$ cat src/rtl/cpu_pipeline_ctrl_if.sv
// Control/status bundle between the thread scheduler and the pipeline-occupancy controller.
interface cpu_pipeline_ctrl_if #(
   parameter int unsigned N_STAGES     = 4,
   parameter int unsigned THREAD_WIDTH = 4
);
   logic                               reload;
   logic [THREAD_WIDTH-1:0]            reload_thread;
   logic                               invalidate;
   logic                               flush;
   logic [THREAD_WIDTH-1:0]            flush_thread;
   logic                               instr_wait;
   logic [N_STAGES-1:0]                stage_allow;
   logic [N_STAGES*THREAD_WIDTH-1:0]   stage_thread;
   logic                               busy;
   logic                               thread_almost_switched;

   // Scheduler side: drives requests, observes pipeline status.
   modport master (
      output reload, reload_thread, invalidate, flush, flush_thread, instr_wait,
      input  stage_allow, stage_thread, busy, thread_almost_switched
   );

   // Controller side.
   modport slave (
      input  reload, reload_thread, invalidate, flush, flush_thread, instr_wait,
      output stage_allow, stage_thread, busy, thread_almost_switched
   );
endinterface

$ cat src/rtl/cpu_pipeline_ctrl.sv
// Pipeline-occupancy controller: tracks valid/owner per stage, issues per-stage
// advance enables, handles stall, global flush and per-thread flush, and raises
// the thread-switch early warning for the scheduler.
module cpu_pipeline_ctrl #(
   parameter int unsigned N_STAGES     = 4,
   parameter int unsigned N_THREADS    = 16,
   parameter int unsigned THREAD_WIDTH = 4,
   parameter int unsigned SWITCH_STAGE = 1
) (
   input  logic                 CLK,
   input  logic                 reset,
   cpu_pipeline_ctrl_if.slave   bus
);

   if ((N_STAGES < 3) || ((1 << THREAD_WIDTH) < N_THREADS) || (SWITCH_STAGE > N_STAGES - 2))
   begin : g_bad_params
      $error("cpu_pipeline_ctrl: illegal parameter combination");
   end

   logic [N_STAGES-1:0]                     reached_q, reached_d;
   logic [N_STAGES-1:0][THREAD_WIDTH-1:0]   tag_q, tag_d;
   logic [N_STAGES-1:0]                     allow_q, allow_d;
   logic                                    busy_q, busy_d;
   logic                                    almost_q, almost_d;

   // Flush match: valid slot owned by the thread being flushed.
   function automatic logic fm(input logic v, input logic [THREAD_WIDTH-1:0] t);
      return v & bus.flush & (t == bus.flush_thread);
   endfunction

   // Next occupancy/owner per stage, then the registered outputs derived from it.
   always_comb begin
      reached_d = '0;
      tag_d     = tag_q;

      // Stage 0 keeps fetching until invalidated or flushed; reload ignores stalls.
      if (bus.invalidate) begin
         reached_d[0] = 1'b0;
      end else if (bus.reload) begin
         reached_d[0] = ~(bus.flush & (bus.reload_thread == bus.flush_thread));
         tag_d[0]     = bus.reload_thread;
      end else begin
         reached_d[0] = reached_q[0] & ~fm(reached_q[0], tag_q[0]);
      end

      for (int unsigned i = 1; i < N_STAGES; i++) begin
         if (bus.invalidate) begin
            reached_d[i] = 1'b0;
         end else if (bus.instr_wait) begin
            reached_d[i] = reached_q[i] & ~fm(reached_q[i], tag_q[i]);
         end else begin
            // Tag moves even when the incoming slot is empty, keeping it deterministic.
            reached_d[i] = reached_q[i-1] & ~fm(reached_q[i-1], tag_q[i-1]);
            tag_d[i]     = tag_q[i-1];
         end
      end

      allow_d  = reached_d & {N_STAGES{~bus.instr_wait & ~bus.invalidate}};
      busy_d   = |reached_d;
      almost_d = reached_d[SWITCH_STAGE] & ~reached_d[SWITCH_STAGE+1];
   end

   // State and output registers with synchronous reset.
   always_ff @(posedge CLK) begin
      if (reset) begin
         reached_q <= '0;
         tag_q     <= '0;
         allow_q   <= '0;
         busy_q    <= 1'b0;
         almost_q  <= 1'b0;
      end else begin
         reached_q <= reached_d;
         tag_q     <= tag_d;
         allow_q   <= allow_d;
         busy_q    <= busy_d;
         almost_q  <= almost_d;
      end
   end

   assign bus.stage_allow            = allow_q;
   assign bus.stage_thread           = tag_q;
   assign bus.busy                   = busy_q;
   assign bus.thread_almost_switched = almost_q;

endmodule

$ cat src/flat_wrapper.sv
// flat-port wrapper written by rule: the top's interface ports become plain ports
module cpu_pipeline_ctrl_flat 
#(
   parameter int unsigned N_STAGES     = 4,
   parameter int unsigned N_THREADS    = 16,
   parameter int unsigned THREAD_WIDTH = 4,
   parameter int unsigned SWITCH_STAGE = 1
)
  (CLK, reset, bus_reload, bus_reload_thread, bus_invalidate, bus_flush, bus_flush_thread, bus_instr_wait, bus_stage_allow, bus_stage_thread, bus_busy, bus_thread_almost_switched);
  cpu_pipeline_ctrl_if #(.N_STAGES(N_STAGES), .THREAD_WIDTH(THREAD_WIDTH)) bus_i ();
  input  logic CLK;
  input  logic reset;
  input wire logic [$bits(bus_i.reload)-1:0] bus_reload;
  input wire logic [$bits(bus_i.reload_thread)-1:0] bus_reload_thread;
  input wire logic [$bits(bus_i.invalidate)-1:0] bus_invalidate;
  input wire logic [$bits(bus_i.flush)-1:0] bus_flush;
  input wire logic [$bits(bus_i.flush_thread)-1:0] bus_flush_thread;
  input wire logic [$bits(bus_i.instr_wait)-1:0] bus_instr_wait;
  output wire logic [$bits(bus_i.stage_allow)-1:0] bus_stage_allow;
  output wire logic [$bits(bus_i.stage_thread)-1:0] bus_stage_thread;
  output wire logic [$bits(bus_i.busy)-1:0] bus_busy;
  output wire logic [$bits(bus_i.thread_almost_switched)-1:0] bus_thread_almost_switched;
  assign bus_i.reload = bus_reload;
  assign bus_i.reload_thread = bus_reload_thread;
  assign bus_i.invalidate = bus_invalidate;
  assign bus_i.flush = bus_flush;
  assign bus_i.flush_thread = bus_flush_thread;
  assign bus_i.instr_wait = bus_instr_wait;
  assign bus_stage_allow = bus_i.stage_allow;
  assign bus_stage_thread = bus_i.stage_thread;
  assign bus_busy = bus_i.busy;
  assign bus_thread_almost_switched = bus_i.thread_almost_switched;
  cpu_pipeline_ctrl #(.N_STAGES(N_STAGES), .N_THREADS(N_THREADS), .THREAD_WIDTH(THREAD_WIDTH), .SWITCH_STAGE(SWITCH_STAGE)) u_core (.CLK(CLK), .reset(reset), .bus(bus_i));
endmodule
$ cat config.mk
export PLATFORM = sky130hd
export DESIGN_NAME = cpu_pipeline_ctrl_flat
export DESIGN_NICKNAME = d
export VERILOG_FILES = /design/src/rtl/cpu_pipeline_ctrl_if.sv /design/src/rtl/cpu_pipeline_ctrl.sv /design/src/flat_wrapper.sv
export SDC_FILE = /design/constraint.sdc
export NUM_CORES = 1
export LEC_CHECK = 0
export ABC_AREA = 1
export CORE_UTILIZATION = 48
export CTS_BUF_LIST = sky130_fd_sc_hd__clkbuf_4 sky130_fd_sc_hd__clkbuf_8
export DETAILED_ROUTE_END_ITERATION = 12
export PLACE_DENSITY = 0.9
export SETUP_SLACK_MARGIN = 0.4
export SLEW_MARGIN = 20
export SYNTH_ARGS = -nofsm -noshare
export SYNTH_HDL_FRONTEND = slang
export SYNTH_SLANG_ARGS = --single-unit
$ cat constraint.sdc
create_clock -name CLK -period 1.5 [get_ports CLK]
set_input_delay 0.225 -clock CLK [delete_from_list [all_inputs] [get_ports CLK]]
set_output_delay 0.225 -clock CLK [all_outputs]
set_load 0.005 [all_outputs]
==> reports/results.txt, run 1 <==
Entering global routing, the biggest net connects 20 pins. Once the floorplan was initialized, standard cells occupied 53.0% of the core. When the global-route repair_timing finished, the worst setup path ended at u_core.bus.busy$_SDFF_PP0_/D. The tools report the summed instance area of the synthesized netlist as 1230 sq um. The H-tree level count was 1; the initial antenna violation count was 1. The row count was 17; the number of cells after detailed placement was 249.

The top-level I/O count was 36. The tools report the stage where the flow stopped as 5_1_grt. In this run, distinct cell masters in the synthesized netlist total 19. Half-perimeter wire length after detailed placement: 2.16 mm.

The clock passes through at most 2 buffers. Counting every net in the synthesized netlist gives 194. The number of buffer cells added on primary ports is 35, and the routability congestion estimate from global placement is 0.821. The clock drives 26 sinks. Width of the die: 52.6 um. The run stopped with a tool error. Height of the die: 52.6 um. The run gives 0 as the yosys synthesis warning count.

Global routing consumed, over all layers together, 70.3% of the routing resources. The tool reported: "[ERROR GRT-0232] Routing congestion too high. Check the congestion heatmap in the GUI". The clock tree root buffer cell is sky130_fd_sc_hd__clkbuf_4. Clock tree synthesis inserted a total of 3 buffers. Overflow left after global routing: 17. After the last repair the worst path ends at a sequential cell input. The average cell area after synthesis was 6.83 sq um; the synthesized instance count was 180. In this run the cell area measured after placement is 1670 sq um. Total of flip-flops plus latches after synthesis: 26. The tools report the proportion of synthesized chip area in sequential cells as 42.3%.
cell families after synthesis:
family / Yosys count / synth area share, %
xor+xnor: 5 / 3.56
simple gates: 91 / 32.5
compound gates: 31 / 13.0
buf+inv: 27 / 8.65
flops: 26 / 42.3
through the flow:
| stage | hold slack, ns | setup TNS (ns) | utilization, % | setup slack (ns) |
|---|---|---|---|---|
| after floorplan | 0.294 | 0 | - | 0.406 |
| after global placement | 0.498 | -0.538 | 72.0 | -0.135 |
| after detailed placement | 0.501 | -0.889 | 72.0 | -0.189 |
| after CTS | 0.490 | 0 | 87.0 | 0.234 |
cells in the mapped netlist, drive strengths merged:
library cell,n,share of area (%)
o21ai,21,8.5
o211a,1,0.81
xor2,5,3.6
nor3,1,0.41
nand2,42,14
a21oi,9,3.7
buf,3,1.3
clkbuf,1,0.30
nor2,37,12
dfxtp,26,42
nand3,11,6.5
inv,23,7.0
per-layer routing:
metal,GRT usage (%),GRT overflow
met5,0,0
met4,81.6,11
met3,49.9,0
met2,89.5,6
met1,67.5,0
what timing repair did:
action | CTS
hold buffers | 0
gates resized for setup | 96
setup buffers | 31
endpoints found under the setup margin | 45
pin swaps | 11
==> run 2: changes to the inputs <==
Settings changed: CORE_AREA set to 2 2 63 65, CORE_UTILIZATION 48 to not set, CTS_BUF_LIST sky130_fd_sc_hd__clkbuf_4 sky130_fd_sc_hd__clkbuf_8 to not set, DIE_AREA set to 0 0 65 67, PLACE_DENSITY 0.9 to not set, PLACE_DENSITY_LB_ADDON set to 0.15, SETUP_SLACK_MARGIN 0.4 to not set.
==> reports/results.txt, run 2 <==
The run finished with clean final reports. The tools report the largest buffer count on any clock path as 2. The tools report the total routing resource utilization after global routing as 14.9%. The run gives 1132 as the via count of the first global-routing pass.

The number of non-filler instances in the completed layout is 271. The data arrival at the endpoint of the critical path was 1.23 ns. The run gives 378 uW as the switching component of the power. The minimum clock period after layout was 1.46 ns; the total CTS buffers was 3.

The hold path depth is 2. The run gives 20 as the maximum number of pins on one net before global-route repair. Dividing the final minimum period by the clock period gives 97.1%. After synthesis, the share of flip-flops with an asynchronous set or reset is 0%. Combinational fraction of design power: 17.8%.

Setup repair after global routing left no endpoint under its margin. Relative to the synthesized area, the layout overhead comes to 41.5%. On the final layout, the worst clock skew is 0.00859 ns. The worst hold path terminates at u_core.bus.stage_allow[2]. Post-synthesis net count: 194.

Via count: 1217. By area the synthesized netlist is led by sky130_fd_sc_hd__dfxtp_1, sky130_fd_sc_hd__nand2_1, sky130_fd_sc_hd__nor2_1. The maximum resistive drop on vdd is 0.000397 V, and the total power draw is 1470 uW.

After detailed placement, the design holds a cell count of 267. The area share of the leading cell type in the synthesized netlist is 42.3%. In this run, the number of DRC markers left after iteration 0 of detailed routing was 92. In this run the mean area of a mapped cell was 6.83 sq um. STA classifies the critical path endpoint as a primary output.

The critical path required time is 1.27 ns. The logs give 0.0439 ns for the smallest setup slack after layout and 0 for the number of antenna cells inserted. Summed over all cells, the static leakage comes to 0.000799 uW.

Dividing the detail-routed wire length by the instance count gives 11.1 um. The run gives 19 as the number of distinct standard cells referenced by the synthesized netlist. The first-pass GRT wire length is 5.04 mm. The synthesized instance count was 180; the total of flip-flops plus latches after synthesis was 26.

Half-perimeter wire length after detailed placement: 2.37 mm. The largest single stage delay on the critical path is 0.53 ns. The clock tree root buffer cell was sky130_fd_sc_hd__clkbuf_8. The tools report the initial antenna violation count as 0. For this block, the routed nets add up to 3.02 mm of wire.

For the count of nets after finishing, the log shows 238. Across the run, the number of max-cap violations was 0. The largest fanout on the critical path was 5; the top-level I/O count was 36. The floorplan step set the die height to 67 um.

From left edge to right edge, the die measures 65 um. Summing the sequential cell areas from Yosys gives 42.3% of the chip area. Combined buffer and inverter count along the critical path: 1. The placement-stage worst setup slack is -0.201 ns, and the post-route DRC violation count is 0. The tools report the worst slew margin relative to its limit as 65.5%.

After synthesis the cells add up to 1230 sq um. At the pin with the least slew margin, the transition time is 0.517 ns. The H-tree level count came out at 1. sky130_fd_sc_hd__nand2_1 is the most common cell in the netlist. Leaving out fill and tap cells, the most frequent cells in the layout are sky130_fd_sc_hd__nand2_1, sky130_fd_sc_hd__nor2_1, sky130_fd_sc_hd__clkdlybuf4s50_1. The signal on the critical path passes through clkdlybuf4s50_1. Sorting the synthesized cells by how often they occur yields sky130_fd_sc_hd__nand2_1, sky130_fd_sc_hd__nor2_1, sky130_fd_sc_hd__dfxtp_1, sky130_fd_sc_hd__inv_1, sky130_fd_sc_hd__o21ai_0.

The core region area was 3610 sq um. The type of element launching the critical path was a register. The final hold violation count was 0.

The endpoint identified for the worst register-to-register timing path is u_core.bus.busy. The path class of the tightest hold or removal check is register to register. Setup slack on the worst reg-to-reg path comes out at 0.22 ns. Sequential cells account for 51.3% of the total power. The startpoint identified for the worst register-to-register timing path is u_core.bus.stage_thread[4]. Dividing the detail-routed via count by the number of cells gives 4.49. After clock tree synthesis, the clock-pin slew on the worst setup and hold paths is 0.09 ns. Main flop type after synthesis: sky130_fd_sc_hd__dfxtp_1. The tools report the final setup violation count as 0. Broken down by cell family, the worst path's largest delay share belongs to buffers and inverters.

The fmax was 687 MHz; the number of fill cells in the layout was 391. The internal portion of the total power is 1100 uW. The Yosys step of the flow raised 0 warnings. CTS saw 26 sinks. The slowest cell on the critical path was sky130_fd_sc_hd__clkdlybuf4s50_1. The detailed-routing iteration count for the pre-antenna-repair pass was 4.

The most area-hungry cell type in the Yosys netlist is sky130_fd_sc_hd__dfxtp_1. During placement, the flow inserted port buffers numbering 35. The latest clock arrival within the worst-skew pair came out at 0.27 ns. Cells with a size suffix above 1 make up 13.0% of the layout.

The number of nets still failing antenna checks after routing was 0; the number of flip-flops in the largest register was 16. The critical path is of the register to primary output type. The total die area was 4360 sq um; the total power per unit cell area was 847 nW/um^2. Counting flops with a built-in enable in the synthesized netlist gives 0. Once the floorplan was initialized, standard cells occupied 34.1% of the core. The switching power as a share of total power works out to 25.7%. The tools report the launch instance of the worst min-delay path as u_core.reached_q[1]. TritonCTS built the clock tree.

The clock network is responsible for 30.9% of the overall power. For the max-slew violation count, the log shows 0. Counting cells, the worst reg-to-reg path comes to 11. At the end of routability-driven placement, the weighted congestion stood at 0.821. The library cell used most frequently in the layout, excluding fill and tap cells, is sky130_fd_sc_hd__nand2_1. Row generation in the floorplan step produced 22 rows. The tools report the overflow left after global routing as 0.
-- run 2: cell counts after synthesis --
No cell type changed its count.
-- run 2: how the worst max path moves through the flow --
stage | endpoint | from | slack, ns | cells past startpoint
2_1_floorplan | u_core.bus.busy | u_core.bus.stage_thread[4] | 0.41 | 11
3_3_place_gp | u_core.bus.busy | bus_flush_thread[0] | -0.18 | 12
3_5_place_dp | u_core.bus.busy | bus_flush_thread[0] | -0.20 | 12
4_1_cts | bus_stage_thread[3] | u_core.bus.stage_thread[3] | 0.03 | 1
5_1_grt | bus_stage_thread[7] | u_core.bus.stage_thread[7] | 0.004 | 1
6_report | bus_stage_thread[7] | u_core.bus.stage_thread[7] | 0.04 | 1
-- run 2: stage by stage --
stage	utilization, %	TNS [ns]	cell area (sq um)	hold slack, ns
floorplan	-	0	1230	0.294
global placement	46.6	-0.754	1680	0.474
detailed placement	46.6	-1.12	1680	0.479
CTS	48.1	0	1740	0.492
global route	48.3	0	1740	0.515
finish	48.3	0	1740	0.484
-- run 2: final cells by class --
cell class              count  area [sq um]  share of cell area, %
well taps                  48          60.1                   3.45
flip-flops and latches     26           523                   30.1
inverters                  23          86.3                   4.96
clock buffers               4          55.1                   3.16
repair buffers             43           413                   23.7
multi-input cells         127           603                   34.7
-- run 2: cells by family (layout without fill, tap and decap cells) --
group	after synthesis	count (layout)	synth area share (%)
buf+inv	27	70	8.65
flops	26	26	42.3
simple gates	91	91	32.5
compound gates	31	31	13.0
xor+xnor	5	5	3.56
-- run 2: layer usage --
metal  vias to the layer above  wire length [um]  track usage [%]
met5                         -                 0                0
met4                         0                38             5.59
met1                       545              1500             18.6
li1                        646                 -                -
met2                        22              1380             25.8
met3                         4                97             2.03
-- run 2: timing repair --
item	in CTS	in global routing
endpoints found under the setup margin	0	3
buffers inserted	0	0
hold buffers	0	0
gates resized for setup	0	3
-- run 2: power groups by stage --
stage | Clock (uW) | Sequential (uW) | Combinational (uW)
after floorplan | 0 | 766 | 124
after global placement | 0 | 770 | 264
after detailed placement | 0 | 771 | 264
after CTS | 471 | 756 | 266
after global routing | 493 | 762 | 294
final | 456 | 756 | 263
Power figures use the tool's default switching activity.
==> run 3: changes to the inputs <==
Settings changed: MAX_ROUTING_LAYER set to met4, SLEW_MARGIN 20 to not set.
==> reports/results.txt, run 3 (synthesis results as in run 2) <==
For this design, the slowest cell found on the critical path is sky130_fd_sc_hd__clkdlybuf4s50_1. The logs give 2 for the largest buffer count on any clock path and 15.3% for the total routing resource utilization after global routing. The core region area was 3610 sq um. The initial antenna violation count was 0; the cell leakage power was 0.000798 uW. The classification of the worst setup path was register to primary output.

The post-route netlist has 12.6% of its cells at a drive strength greater than 1. The library cells used most frequently in the layout, excluding fill and tap cells, are sky130_fd_sc_hd__nand2_1, sky130_fd_sc_hd__nor2_1, sky130_fd_sc_hd__clkdlybuf4s50_1. Entering global routing, the biggest net connects 20 pins.

The logic depth of the worst register-to-register path is 11, and the clock-pin slew on the worst setup and hold paths is 0.09 ns. The run finished with clean final reports. Summing over every cut layer, the via total after detailed routing is 1218. Setup violations remaining at the end of the flow were counted as 0. At the pin with the least slew margin, the transition time is 0.517 ns.

The final layout contains 238 nets. The tools report the clock tree root buffer cell as sky130_fd_sc_hd__clkbuf_8. After clock tree synthesis, the setup repair step added 0 buffers. The tools report the clock sink total as 26.

The endpoint class of the critical path was a primary output. In this run the critical register-to-register path is captured at u_core.bus.busy. For the via count of the first global-routing pass, the log shows 1131. The type of the most critical hold path is register to register. In this design, the stage delay of the slowest critical-path cell is 0.53 ns. Detailed placement finished with a half-perimeter wire length of 2.37 mm. Prior to clock tree synthesis, the placed netlist has a worst setup slack of -0.201 ns.

The global routing met3 resource utilization was 1.86%; the share of the clock period used by the worst path was 97.1%. The detailed router finished its first iteration with 88 violations. Post-route DRC violation count: 0. The critical path goes through clkdlybuf4s50_1.

The minimum clock period after layout is 1.46 ns, and the final hold violation count is 0. Cells fill 48.2% of the core in the end. The total overflow left after global routing is 0. Setup slack on the worst reg-to-reg path comes out at 0.22 ns. STA puts the critical path data required time at 1.27 ns. In this run the most used layer during global routing was met2. The combined buffer and inverter count along the critical path is 1, and the number of antenna cells inserted is 0.

TritonCTS built the clock tree. Max-cap violations in this run came to 0. STA puts the critical path data arrival time at 1.23 ns.

The area overhead of the layout relative to synthesis came out at 41.4%. In this run the vertical extent of the chip is 67 um. The H-tree level count is 1. The first detailed-routing pass took 4 iterations. Buffers inserted to repair hold after CTS numbered 0. The latest clock arrival within the worst-skew pair came out at 0.27 ns. Once the floorplan was initialized, standard cells occupied 34.1% of the core.

The die is 65 um wide. In the global route stage, met2 resource usage came out at 25.8%. The total CTS buffers was 3; the depth of the critical timing path with buffers and inverters included was 1.

The startpoint identified for the worst register-to-register timing path is u_core.bus.stage_thread[4]. Input and output buffers added on the ports amount to 35. The count of nets left with antenna violations once routing finished came out at 0. After detailed routing, the number of vias per cell comes to 4.49. The tools report the worst slew margin relative to its limit as 65.5%. In this run the worst setup path terminates at bus_stage_thread[7]. For this design the ratio of total power to cell area is 847 nW/um^2. The final layout contains routed wiring with a total length of 3.02 mm. At the end of routability-driven placement, the weighted congestion stood at 0.833. The largest fanout on the critical path came out at 5. The tools report the type of element launching the critical path as a register. Setup repair after global routing left no endpoint under its margin. The register with the most flip-flops in the layout has 16 of them. The maximum resistive drop on vdd is 0.000396 V, and the row count is 22.

Smallest setup slack after layout: 0.0439 ns. The tools report the origin of the worst setup path as u_core.bus.stage_thread[7]. The die covers 4360 sq um.

The run gives 36 as the top-level I/O count. The run gives 18.8% as the global-route track usage on met1. The fmax came out at 687 MHz. Leaving out fill and tap cells, the most frequent cell in the layout is sky130_fd_sc_hd__nand2_1. On the critical path the largest part of the delay comes from buffers and inverters.

The average wire length per cell after detail routing was 11.1 um. The first-pass GRT wire length is 5.04 mm. Clock skew on the completed layout was measured at 0.00840 ns. The run gives 0 as the max-slew violation count.
-- run 3: changes by cell type in the layout (fill, tap and decap cells not counted) --
cell / change
sky130_fd_sc_hd__dfxtp_1: +1
sky130_fd_sc_hd__dfxtp_2: -1
-- run 3: metal layers --
| layer | part of all wire, % | wire, um | up-vias |
|---|---|---|---|
| met5 | 0 | 0 | - |
| met2 | 46 | 1390 | 22 |
| met3 | 2.9 | 89 | 4 |
| met1 | 50 | 1500 | 546 |
| met4 | 1.2 | 36 | 0 |
| li1 | - | - | 646 |
-- run 3: worst min path at each step --
| stage | startpoint | endpoint | slack [ns] | cells after the start |
|---|---|---|---|---|
| 2_1_floorplan | reset | u_core.reached_q[3] | 0.29 | 1 |
| 3_3_place_gp | u_core.reached_q[1] | u_core.bus.stage_allow[2] | 0.47 | 2 |
| 3_5_place_dp | u_core.reached_q[1] | u_core.bus.stage_allow[2] | 0.48 | 2 |
| 4_1_cts | u_core.reached_q[1] | u_core.bus.stage_allow[2] | 0.49 | 2 |
| 5_1_grt | u_core.reached_q[1] | u_core.bus.stage_allow[2] | 0.51 | 2 |
| 6_report | u_core.reached_q[1] | u_core.bus.stage_allow[2] | 0.48 | 2 |
-- run 3: per-stage QoR --
step / area (sq um) / std cells / total power, uW / TNS [ns] / hold slack, ns
after floorplan: 1230 / 180 / 890 / 0 / 0.294
after global placement: 1680 / 267 / 1030 / -0.754 / 0.474
after detailed placement: 1680 / 267 / 1040 / -1.12 / 0.479
after CTS: 1740 / 271 / 1490 / 0 / 0.492
after global routing: 1740 / 271 / 1550 / 0 / 0.515
final: 1740 / 271 / 1470 / 0 / 0.484
-- run 3: report_power, final --
| part | total (uW) | internal, uW | switching (uW) |
|---|---|---|---|
| Combinational | 263 | 138 | 124 |
| Sequential | 755 | 722 | 33.1 |
| Clock | 455 | 235 | 220 |
-- run 3: repair_timing --
item                       CTS  global route
setup endpoints to repair    0             2
resized for setup            0             2
hold endpoints to repair     0             0
-- run 3: layout make-up --
class                      count  area [sq um]
fill                         391          1870
timing repair buffer          43           413
inverter                      23          86.3
sequential                    26           522
multi-input combinational    127           603
clock buffer                   4          55.1
tap                           48          60.1
==> run 4: changes to the inputs <==
Settings changed: ABC_AREA 1 to 0.
==> reports/results.txt, run 4 <==
STA classifies the critical path endpoint as a register. For this run, asynchronously set or reset flops after synthesis account for 0%. The logs give 0 for the final hold violation count and 1 for the H-tree level count. The total overflow left after global routing is 0. The post-detailed-placement cell area was 1810 sq um. The leading cell type in the layout, fill and taps excluded was sky130_fd_sc_hd__buf_4. Across the VDD grid, the largest voltage drop is 0.000352 V. The cell area that synthesis handed to floorplanning was 1220 sq um. The run gives 3610 sq um as the core region area.

The final reports fail on negative setup slack. The routed design uses 96 um of met3 wire. For this design, the sink count on the clock tree is 26. The flow ran to the end, but the final reports show violations.

Power comes to 1540 uW. The congestion estimate from routability-driven global placement came to 0.857. The count of buffers added by post-CTS timing repair for setup came out at 0.

During I/O placement, the number of pins put on the boundary was 36. The logs give 5.22 mm for the first-pass GRT wire length and 1.48 mm for the sum of met2 wire segment lengths after detailed routing. No sink is reached through more buffers than the 2 on the longest clock path.

Yosys printed 0 warnings. The netlist uses 31 different library cells. TritonCTS built the clock tree. The routed metal-1 wirelength is 1.49 mm, and the final-layout setup total negative slack is -0.0163 ns. In this run the worst path has a maximum fanout of 2.

The tools report the total wirelength of the detailed-routed design as 3.09 mm. Entering global routing, the biggest net connects 16 pins. After the last flow step, the layout net total stands at 210. In this run the most critical hold path is launched from u_core.bus.stage_thread[15].

For the max-slew violation count, the log shows 0. Before antenna repair, the detailed router went through 4 iterations. The cell sitting at the root of the clock tree is a sky130_fd_sc_hd__clkbuf_8.

The run gives 0.27 ns as the latest clock arrival within the worst-skew pair. The ratio of cells with drive above 1 in the final layout is 31.8%, and the total routing resource utilization after global routing is 16.1%. The number of buffer cells added on primary ports works out to 35. The average wire length per cell after detail routing works out to 12.7 um. The tightest min-delay check is of the register to register type. After synthesis, the cell types taking the most area are sky130_fd_sc_hd__dfxtp_1, sky130_fd_sc_hd__nand2_1, sky130_fd_sc_hd__xor2_1. The minimum clock period after layout was 1.52 ns. The smallest setup slack after layout is -0.0163 ns, and the proportion of synthesized chip area in sequential cells is 42.6%. The tools report the count of routing violations after the opening detailed-route iteration as 23.

The post-route DRC violation count is 0. The floorplan has 22 rows. STA puts the critical path data required time at 1.67 ns. Endpoint of the worst-slack reg-to-reg timing path: u_core.bus.busy.

Signal routing reaches up to met4. The synthesized instance count was 133. The tool flagged a number of max-cap violations equal to 0. Power spread over the standard cell area amounts to 797 nW/um^2. Setup repair after global routing could not meet its margin everywhere.

Counting instances in the post-synthesis netlist gives the leading cell types as sky130_fd_sc_hd__nand2_1, sky130_fd_sc_hd__dfxtp_1, sky130_fd_sc_hd__a21oi_1, sky130_fd_sc_hd__nor2_1, sky130_fd_sc_hd__xor2_1. The type of element launching the critical path was a register. The worst register-to-register path begins at u_core.bus.stage_thread[9].

For this configuration, the core starts out at a cell density of 33.9%. The actual slew at the worst max-slew pin was 0.390 ns. The initial antenna violation count was 0; the hold path depth was 2. The library cells used most frequently in the layout, excluding fill and tap cells, are sky130_fd_sc_hd__buf_4, sky130_fd_sc_hd__nand2_1, sky130_fd_sc_hd__clkdlybuf4s50_1.

The number of placed instances, taps included, is 239. The tools report the cts-stage hold buffer count as 0. For this block, the via count after detailed routing is 1126. The data arrival at the endpoint of the critical path was 1.69 ns. The worst-case hold path end point was u_core.bus.stage_thread[15].

Yosys instantiated no cell more often than sky130_fd_sc_hd__nand2_1. The average cell area after synthesis works out to 9.18 sq um. Most area-hungry cell type in the Yosys netlist: sky130_fd_sc_hd__dfxtp_1.

The number of flip-flops in the largest register came out at 16. The number of antenna cells inserted was 0; the fmax was 659 MHz. The setup skew after layout came out at 0.00779 ns. In the routed layout, each cell is associated on average with a via count of 4.63. The most used flip-flop cell after synthesis is sky130_fd_sc_hd__dfxtp_1. In this run, synthesis inferred 0 flip-flops with an integrated enable. By startpoint and endpoint, the worst setup path is classified as register to register. After layout, the worst path uses 101% of the clock period. From left edge to right edge, the die measures 65 um. The total CTS buffers is 3, and the half-perimeter wire length after detailed placement is 2.33 mm. The final setup violation count is 1, and the setup slack on the worst flop-to-flop path is -0.02 ns. After synthesis the netlist holds a flip-flop and latch count of 26. For this run, the number of standard cells in the final layout without fillers is 243. Relative to the synthesized area, the layout overhead comes to 58.1%. For the post-synthesis net count, the log shows 147. Measured along the y axis, the die boundary spans 67 um. The via count of the first global-routing pass is 1146, and the logic depth of the worst register-to-register path is 5.

Once detail routing completed, the nets flagged for antenna violations numbered 0. The finished cells cover 1930 sq um. The die covers 4360 sq um. The area share of the leading cell type in the synthesized netlist works out to 42.6%. The clock-pin slew on the worst setup and hold paths is 0.10 ns. In this run the tightest slew margin relative to its limit is 73.9%. Cell leakage power: 0.000861 uW.
[run 4: timing repair]
item                                    CTS  global route
gates cloned                              0             0
endpoints found under the setup margin    9            14
pin swaps                                 5             3
resized for setup                        10            19
endpoints found under the hold margin     0             0
[run 4: worst max-delay path by stage]
stage / end / start
after floorplan: u_core.bus.busy / u_core.bus.stage_thread[0]
after CTS: u_core.bus.busy / u_core.bus.stage_thread[10]
after global routing: u_core.bus.busy / u_core.bus.stage_thread[9]
after detailed placement: u_core.bus.busy / bus_flush_thread[0]
after global placement: u_core.bus.busy / bus_flush_thread[0]
final: u_core.bus.busy / u_core.bus.stage_thread[9]
[run 4: routing by layer]
| metal | vias up | global-route usage (%) |
|---|---|---|
| met5 | - | - |
| met4 | 0 | 6.38 |
| met3 | 2 | 2.87 |
| met2 | 19 | 26.8 |
| met1 | 543 | 19.5 |
| li1 | 562 | - |
[run 4: area by class of cell]
cell class / instances / area, sq um
clock buffers: 3 / 41.3
clock inverters: 1 / 30.0
fillers: 364 / 1680
inverters: 2 / 7.51
multi-input cells: 97 / 664
flip-flops and latches: 26 / 536
well taps: 48 / 60.1
repair buffers: 66 / 592
[run 4: power breakdown]
part           switching [uW]  internal, uW  leakage (uW)
clock                     237           357     0.0000357
combinational             109           123      0.000609
sequential               9.13           704      0.000216
[run 4: stage by stage]
stage | hold WS, ns | worst slack [ns] | util, %
floorplan | 0.303 | 0.0223 | -
global placement | 0.474 | -0.578 | 50.2
detailed placement | 0.477 | -0.570 | 50.2
CTS | 0.495 | -0.0227 | 52.3
global route | 0.514 | -0.0881 | 53.5
finish | 0.492 | -0.0163 | 53.5
[run 4: cell families (layout without fill, tap and decap cells)]
kind of cell | count (synthesis) | count (layout) | synth area share, %
flops | 26 | 26 | 42.6
xor+xnor | 20 | 20 | 16.2
mux | 4 | 4 | 3.28
buf+inv | 10 | 72 | 5.02
simple gates | 50 | 50 | 18.4
compound gates | 23 | 23 | 14.4
[run 4: critical path, cell delays in order (launching register included)]
cell                       delay, ns
sky130_fd_sc_hd__dfxtp_2        0.34
sky130_fd_sc_hd__xnor2_1        0.12
sky130_fd_sc_hd__nand2_1        0.13
sky130_fd_sc_hd__o41ai_4        0.41
sky130_fd_sc_hd__o22ai_2        0.12
sky130_fd_sc_hd__a2111o_1       0.29
